===== config.mk =====
export PLATFORM = sky130hd
export DESIGN_NAME = utopia1_atm_tx
export DESIGN_NICKNAME = d
export VERILOG_FILES = /design/src/rtl/utopia1_atm_tx_pkg.sv /design/src/rtl/atm_hec_gen.sv /design/src/rtl/utopia1_atm_tx.sv
export SDC_FILE = /design/constraint.sdc
export NUM_CORES = 1
export LEC_CHECK = 0
export BUFFER_PORTS_ARGS = -buffer_cell sky130_fd_sc_hd__buf_2
export CORE_MARGIN = 2
export CORE_UTILIZATION = 30
export CTS_CLUSTER_SIZE = 24
export DETAILED_ROUTE_END_ITERATION = 10
export GPL_ROUTABILITY_DRIVEN = 1
export HOLD_SLACK_MARGIN = 0.15
export SLEW_MARGIN = 20
export SYNTH_ARGS = -nofsm -noshare
export SYNTH_HDL_FRONTEND = slang
export SYNTH_SLANG_ARGS = --single-unit

===== constraint.sdc =====
create_clock -name clk_in -period 28.2 [get_ports clk_in]
set_input_delay 1.41 -clock clk_in [delete_from_list [all_inputs] [get_ports clk_in]]
set_output_delay 1.41 -clock clk_in [all_outputs]
set_load 0.02 [all_outputs]

===== src/rtl/utopia1_atm_tx_pkg.sv =====
// -----------------------------------------------------------------------------
// utopia1_atm_tx_pkg
// Definitions shared by the UTOPIA level-1 transmit and receive sides:
//   - uniType / nniType : 424-bit ATM cell layouts. Fields are declared MSB
//     first, so octet k of the cell on the wire is bits [423-8k -: 8].
//   - CELL_OCTETS / HDR_OCTETS / PAYLOAD_OCTETS : cell geometry.
//   - HEC_POLY / HEC_COSET : HEC CRC-8 generator (x^8+x^2+x+1) and coset.
// -----------------------------------------------------------------------------
package utopia1_atm_tx_pkg;

  localparam int CELL_OCTETS    = 53;
  localparam int HDR_OCTETS     = 5;
  localparam int PAYLOAD_OCTETS = 48;
  localparam int CELL_BITS      = CELL_OCTETS * 8;

  localparam logic [7:0] HEC_POLY  = 8'h07;
  localparam logic [7:0] HEC_COSET = 8'h55;

  // User-network interface cell.
  typedef struct packed {
    logic [3:0]                           GFC;
    logic [7:0]                           VPI;
    logic [15:0]                          VCI;
    logic                                 CLP;
    logic [2:0]                           PT;
    logic [7:0]                           HEC;
    logic [0:PAYLOAD_OCTETS-1][7:0]       Payload;
  } uniType;

  // Network-network interface cell (GFC bits become part of the VPI).
  typedef struct packed {
    logic [11:0]                          VPI;
    logic [15:0]                          VCI;
    logic                                 CLP;
    logic [2:0]                           PT;
    logic [7:0]                           HEC;
    logic [0:PAYLOAD_OCTETS-1][7:0]       Payload;
  } nniType;

endpackage


===== src/rtl/atm_hec_gen.sv =====
// -----------------------------------------------------------------------------
// atm_hec_gen
// Combinational ATM header error control generator. CRC-8 with generator
// x^8+x^2+x+1, initial value 0, processed MSB first over the four header
// octets, result XORed with the coset 0x55.
// Ports:
//   header  in  32  header octets 0..3, octet 0 in bits [31:24]
//   hec     out  8  HEC octet to transmit / compare against
// -----------------------------------------------------------------------------
module atm_hec_gen
  import utopia1_atm_tx_pkg::*;
(
  input  logic [31:0] header,
  output logic [7:0]  hec
);

  logic [7:0] crc;
  logic       fb;

  // Bit-serial LFSR unrolled over all 32 header bits.
  always_comb begin
    crc = 8'h00;
    fb  = 1'b0;
    for (int i = 31; i >= 0; i--) begin
      fb  = crc[7] ^ header[i];
      crc = {crc[6:0], 1'b0} ^ (fb ? HEC_POLY : 8'h00);
    end
    hec = crc ^ HEC_COSET;
  end

endmodule


===== src/rtl/utopia1_atm_tx.sv =====
// -----------------------------------------------------------------------------
// utopia1_atm_tx
// Transmit side of a UTOPIA level-1 ATM-layer port. Accepts one cell from the
// switch core over valid/ready, buffers it, and serialises its 53 octets onto
// the PHY-facing bus, advancing only when the PHY asserts clav.
// Parameters:
//   GEN_HEC  1: octet 4 is a freshly computed HEC; 0: HEC field sent as is
// Ports:
//   clk_in    in    1  clock, all logic on its rising edge
//   reset     in    1  asynchronous active-high reset
//   clk_out   out   1  copy of clk_in for the PHY
//   ATMcell   in  424  cell from the core, sampled on the accept edge
//   valid     in    1  core offers ATMcell
//   ready     out   1  block can accept a cell
//   data      out   8  TxData
//   soc       out   1  start of cell, high with octet 0 only
//   en        out   1  TxEnb, active low: data is presented while 0
//   clav      in    1  TxClav: PHY takes the presented octet this edge
//   tx_count  out  16  cells fully transmitted, wraps modulo 2^16
// -----------------------------------------------------------------------------
module utopia1_atm_tx
  import utopia1_atm_tx_pkg::*;
#(
  parameter bit GEN_HEC = 1'b1
) (
  input  logic        clk_in,
  input  logic        reset,
  output logic        clk_out,
  input  uniType      ATMcell,
  input  logic        valid,
  output logic        ready,
  output logic [7:0]  data,
  output logic        soc,
  output logic        en,
  input  logic        clav,
  output logic [15:0] tx_count
);

  localparam logic [5:0] LAST_IDX = 6'(CELL_OCTETS - 1);
  localparam int         HEC_IDX  = HDR_OCTETS - 1;

  typedef enum logic {IDLE, SEND} state_t;

  state_t      state_reg, state_next;
  uniType      buf_reg;
  logic        buf_load;
  logic [5:0]  idx_reg, idx_next, idx_inc;
  logic [7:0]  data_reg, data_next;
  logic        soc_reg, soc_next;
  logic        en_reg, en_next;
  logic        ready_reg, ready_next;
  logic [15:0] tx_count_reg, tx_count_next;

  logic [7:0]  hec_calc;
  logic [7:0]  octet_arr [64];
  logic        unused_hec_field;

  assign clk_out = clk_in;

  atm_hec_gen u_hec_gen (
    .header (buf_reg[CELL_BITS-1 -: 32]),
    .hec    (hec_calc)
  );

  // Wire the buffer out as an octet table. The table is padded to the full
  // index range so the octet mux never reads outside a declared entry.
  generate
    for (genvar gi = 0; gi < 64; gi++) begin : g_octet
      if (GEN_HEC && gi == HEC_IDX) begin : g_hec
        assign octet_arr[gi] = hec_calc;
      end else if (gi < CELL_OCTETS) begin : g_buf
        assign octet_arr[gi] = buf_reg[CELL_BITS-1-8*gi -: 8];
      end else begin : g_pad
        assign octet_arr[gi] = 8'h00;
      end
    end
  endgenerate

  // The received HEC field is dead when the HEC is regenerated.
  assign unused_hec_field = ^buf_reg.HEC;

  assign idx_inc = idx_reg + 6'd1;

  // Next-state and output-register logic. In SEND en_reg is always 0, so a
  // transfer edge is simply an edge with clav high.
  always_comb begin
    state_next    = state_reg;
    idx_next      = idx_reg;
    data_next     = data_reg;
    soc_next      = soc_reg;
    en_next       = en_reg;
    ready_next    = ready_reg;
    tx_count_next = tx_count_reg;
    buf_load      = 1'b0;
    case (state_reg)
      IDLE: begin
        if (valid) begin
          // Accept edge: octet 0 never carries the HEC, so it can be taken
          // straight from the input rather than the not-yet-loaded buffer.
          buf_load   = 1'b1;
          ready_next = 1'b0;
          data_next  = ATMcell[CELL_BITS-1 -: 8];
          soc_next   = 1'b1;
          en_next    = 1'b0;
          idx_next   = 6'd0;
          state_next = SEND;
        end
      end
      SEND: begin
        if (clav) begin
          if (idx_reg == LAST_IDX) begin
            en_next       = 1'b1;
            data_next     = 8'h00;
            soc_next      = 1'b0;
            ready_next    = 1'b1;
            tx_count_next = tx_count_reg + 16'd1;
            state_next    = IDLE;
          end else begin
            idx_next  = idx_inc;
            data_next = octet_arr[idx_inc];
            soc_next  = 1'b0;
          end
        end
      end
      default: begin
        state_next = IDLE;
      end
    endcase
  end

  always_ff @(posedge clk_in or posedge reset) begin
    if (reset) begin
      state_reg    <= IDLE;
      idx_reg      <= 6'd0;
      data_reg     <= 8'h00;
      soc_reg      <= 1'b0;
      en_reg       <= 1'b1;
      ready_reg    <= 1'b1;
      tx_count_reg <= 16'h0000;
    end else begin
      state_reg    <= state_next;
      idx_reg      <= idx_next;
      data_reg     <= data_next;
      soc_reg      <= soc_next;
      en_reg       <= en_next;
      ready_reg    <= ready_next;
      tx_count_reg <= tx_count_next;
    end
  end

  // Cell buffer carries no reset; its contents only matter after an accept.
  always_ff @(posedge clk_in) begin
    if (buf_load) begin
      buf_reg <= ATMcell;
    end
  end

  assign ready    = ready_reg;
  assign data     = data_reg;
  assign soc      = soc_reg;
  assign en       = en_reg;
  assign tx_count = tx_count_reg;

endmodule


==> flow_metrics.py <==
metrics = {
    "grt": {
        "grt_max_degree": 96,
        "grtUsageTotal_pct": 16.5,
        "grt-ovfl-total": 0,
        "grt_pass1_wl_um": 76100,
        "grt_pass1_vias": 11700,
        "antenna_found_initial": 12,
    },
    "routing": {
        "route.detailed.drc": 0,
        "firstDrtPassIters": 5,
        "totalWireLength_um": 52900,
        "ant_nets": 0,
        "via_per_inst": 4.76,
        "vias": 11000,
        "drtIter0Drc": 736,
        "routedWlPerCell_um": 22.9,
    },
    "sta": {
        "tightest_slew_ns": 1.04,
        "max_slew_margin_pct": 30.4,
        "setup_violations": 0,
        "report.final.slew_viol_count": 0,
        "fin_skew_ns": 0.0157,
        "hold_violations": 0,
        "fin_setup_tns_ns": 0,
        "rsz0062_at_grt": "no",
        "hold_slack_ns": 0.472,
        "worst_slack_ns": 12.30,
    },
    "final_layout": {
        "finalCoreUtilization_pct": 38.1,
        "final_nets": 1901,
        "layout.cells.most_common": "buf_2",
        "syn2layout_area_growth_pct": 26.6,
        "drive_gt1_share_pct": 43.8,
        "largest_register_ffs": 416,
        "final_area_um2": 23400,
        "final_cell_mix": "buf_2, edfxtp_1, nand2_1",
        "fill_cells": 5727,
    },
    "place": {
        "dpl_worst_slack_ns": 12.55,
        "hpwl_um": 37600,
        "gp_congestion": 0.784,
        "dpl_cell_area_um2": 21700,
        "port_buffers": 447,
    },
    "logic_synthesis": {
        "netlist_instances": 998,
        "avgSynthCellArea_um2": 18.5,
        "synth_nets": 1429,
        "synthArstFlopShare_pct": 7.35,
        "synth_cell_types": 59,
        "synth_top_flop_cell": "edfxtp_1",
        "synth_edf_count": 416,
        "yosys_warnings": 0,
        "syn_area_um2": 18500,
        "yosysSeqAreaShare_pct": 72.0,
        "synth-seq-cells": 449,
    },
    "worst_setup_path": {
        "crit_top_cell": "clkbuf_16",
        "end_kind": "output pin",
        "cpPeakStageDelay_ns": 0.15,
        "cp_max_fo": 2,
        "crit_family": "buffers and inverters",
        "start_kind": "clock port",
        "crit_buf_inv": 3,
        "crit_chain": "clkbuf_16 -> clkbuf_16 -> buf_2",
        "critPathArrivalTime_ns": 14.49,
        "cp.required_ns": 26.79,
        "cp_slowest_cell": "buf_2",
        "setup.worst_path.class": "clk -> out",
    },
    "cts": {
        "cts_hold_buffers": 0,
        "cts_tree": "built",
        "cts.repair.resized": 0,
        "clock_latency_ns": 0.71,
        "cts_setup_buffers": 0,
        "clkTransAtPathRegs_ns": 0.06,
    },
    "job": {
        "maxCapViolations": 0,
    },
    "floorplan": {
        "die_area_um2": 63600,
        "io_pins": 456,
        "die-height_um": 252,
        "start_util_pct": 30.1,
        "core_um2": 61400,
        "die_x_um": 252,
        "rows": 91,
    },
    "run_status": {
        "status": "completed",
    },
    "min_path": {
        "hp-class": "reg -> reg",
    },
    "power_and_ir_drop": {
        "power_leakage_nw": 8.71,
        "cellPowerDensity_nw_per_um2": 81.0,
        "ir_drop_uv": 51.5,
    },
}
-- Yosys cell counts, types with 3 or more instances --
cell	instances	area (um^2)
mux2i_1	9	90.1
o22ai_1	4	25.0
and2_1	3	18.8
a31oi_1	8	50.1
buf_1	6	22.5
o221ai_1	4	35.0
inv_1	7	26.3
xor2_1	17	149
a21oi_1	25	125
nor2_1	22	82.6
mux2_2	5	56.3
o211ai_1	5	37.5
edfxtp_1	416	12500
clkbuf_1	23	86.3
clkbuf_8	3	41.3
nor3_1	3	15.0
mux4_2	94	2120
nand2_1	99	372
xnor3_1	14	315
ha_1	3	37.5
xnor2_1	44	385
a311oi_1	5	43.8
o22a_1	3	26.3
nand4_1	9	56.3
buf_2	13	65.1
and3_1	7	43.8
o21ai_0	21	105
dfrtp_1	32	801
nand3_1	53	265
xnor3_2	4	95.1
-- per-layer routing --
metal  wire [um]  GRT usage (%)  vias up
met5          14              0        -
met1       22400           21.4     5575
li1            -              -     4938
met3        3060           3.60       81
met2       26200           27.5      382
met4        1260           5.58        4
-- logic make-up after synthesis --
kind of cell	after synthesis	synth area share, %
flip-flops	449	72.0
AND/OR/NAND/NOR	201	4.80
multiplexers	109	12.4
AO/OA/AOI/OAI	94	3.30
XOR/XNOR	85	5.77
buffers and inverters	57	1.52
adder cells (fa/ha/maj)	3	0.203
-- power by group --
group / total, W / switching (W) / internal (W) / leakage [nW]
logic: 0.000484 / 0.000299 / 0.000184 / 3.75
clock network: 0.000661 / 0.000273 / 0.000388 / 0.805
registers: 0.000750 / 0.0000130 / 0.000737 / 4.16
-- stage by stage --
step                      power [W]  std cells
after CTS                   0.00193       2300
after detailed placement    0.00127       2206
final                       0.00190       2309
after global placement      0.00127       2206
after floorplan             0.00105        998
after global routing        0.00198       2308
-- worst paths after layout --
kind                                          startpoint                       end  slack (ns)  cells after the start
worst max-delay path                              clk_in                   clk_out       12.30                      3
worst min-delay path            tx_count[15]$_DFFE_PP0P_  tx_count[15]$_DFFE_PP0P_        0.47                      1
worst max register to register    idx_reg[0]$_DFFE_PP0P_       data[6]$_DFFE_PP0P_       24.10                      9
worst min register to register  tx_count[15]$_DFFE_PP0P_  tx_count[15]$_DFFE_PP0P_        0.47                      1
max in group asynchronous                          reset    idx_reg[0]$_DFFE_PP0P_       27.04                      3
min in group asynchronous                          reset  tx_count[12]$_DFFE_PP0P_        0.80                      3
-- final cells by class --
type	instances	area [um^2]	area share (%)
Sequential cell	449	13300	56.9
Tap cell	790	988	4.22
Timing Repair Buffer	466	2390	10.2
Clock buffer	65	1350	5.77
Inverter	8	37.5	0.160
Antenna cell	9	22.5	0.0962
Multi-Input combinational cell	492	4980	21.3
Clock inverter	30	315	1.35
No activity file was read; power rests on OpenSTA's default activity.
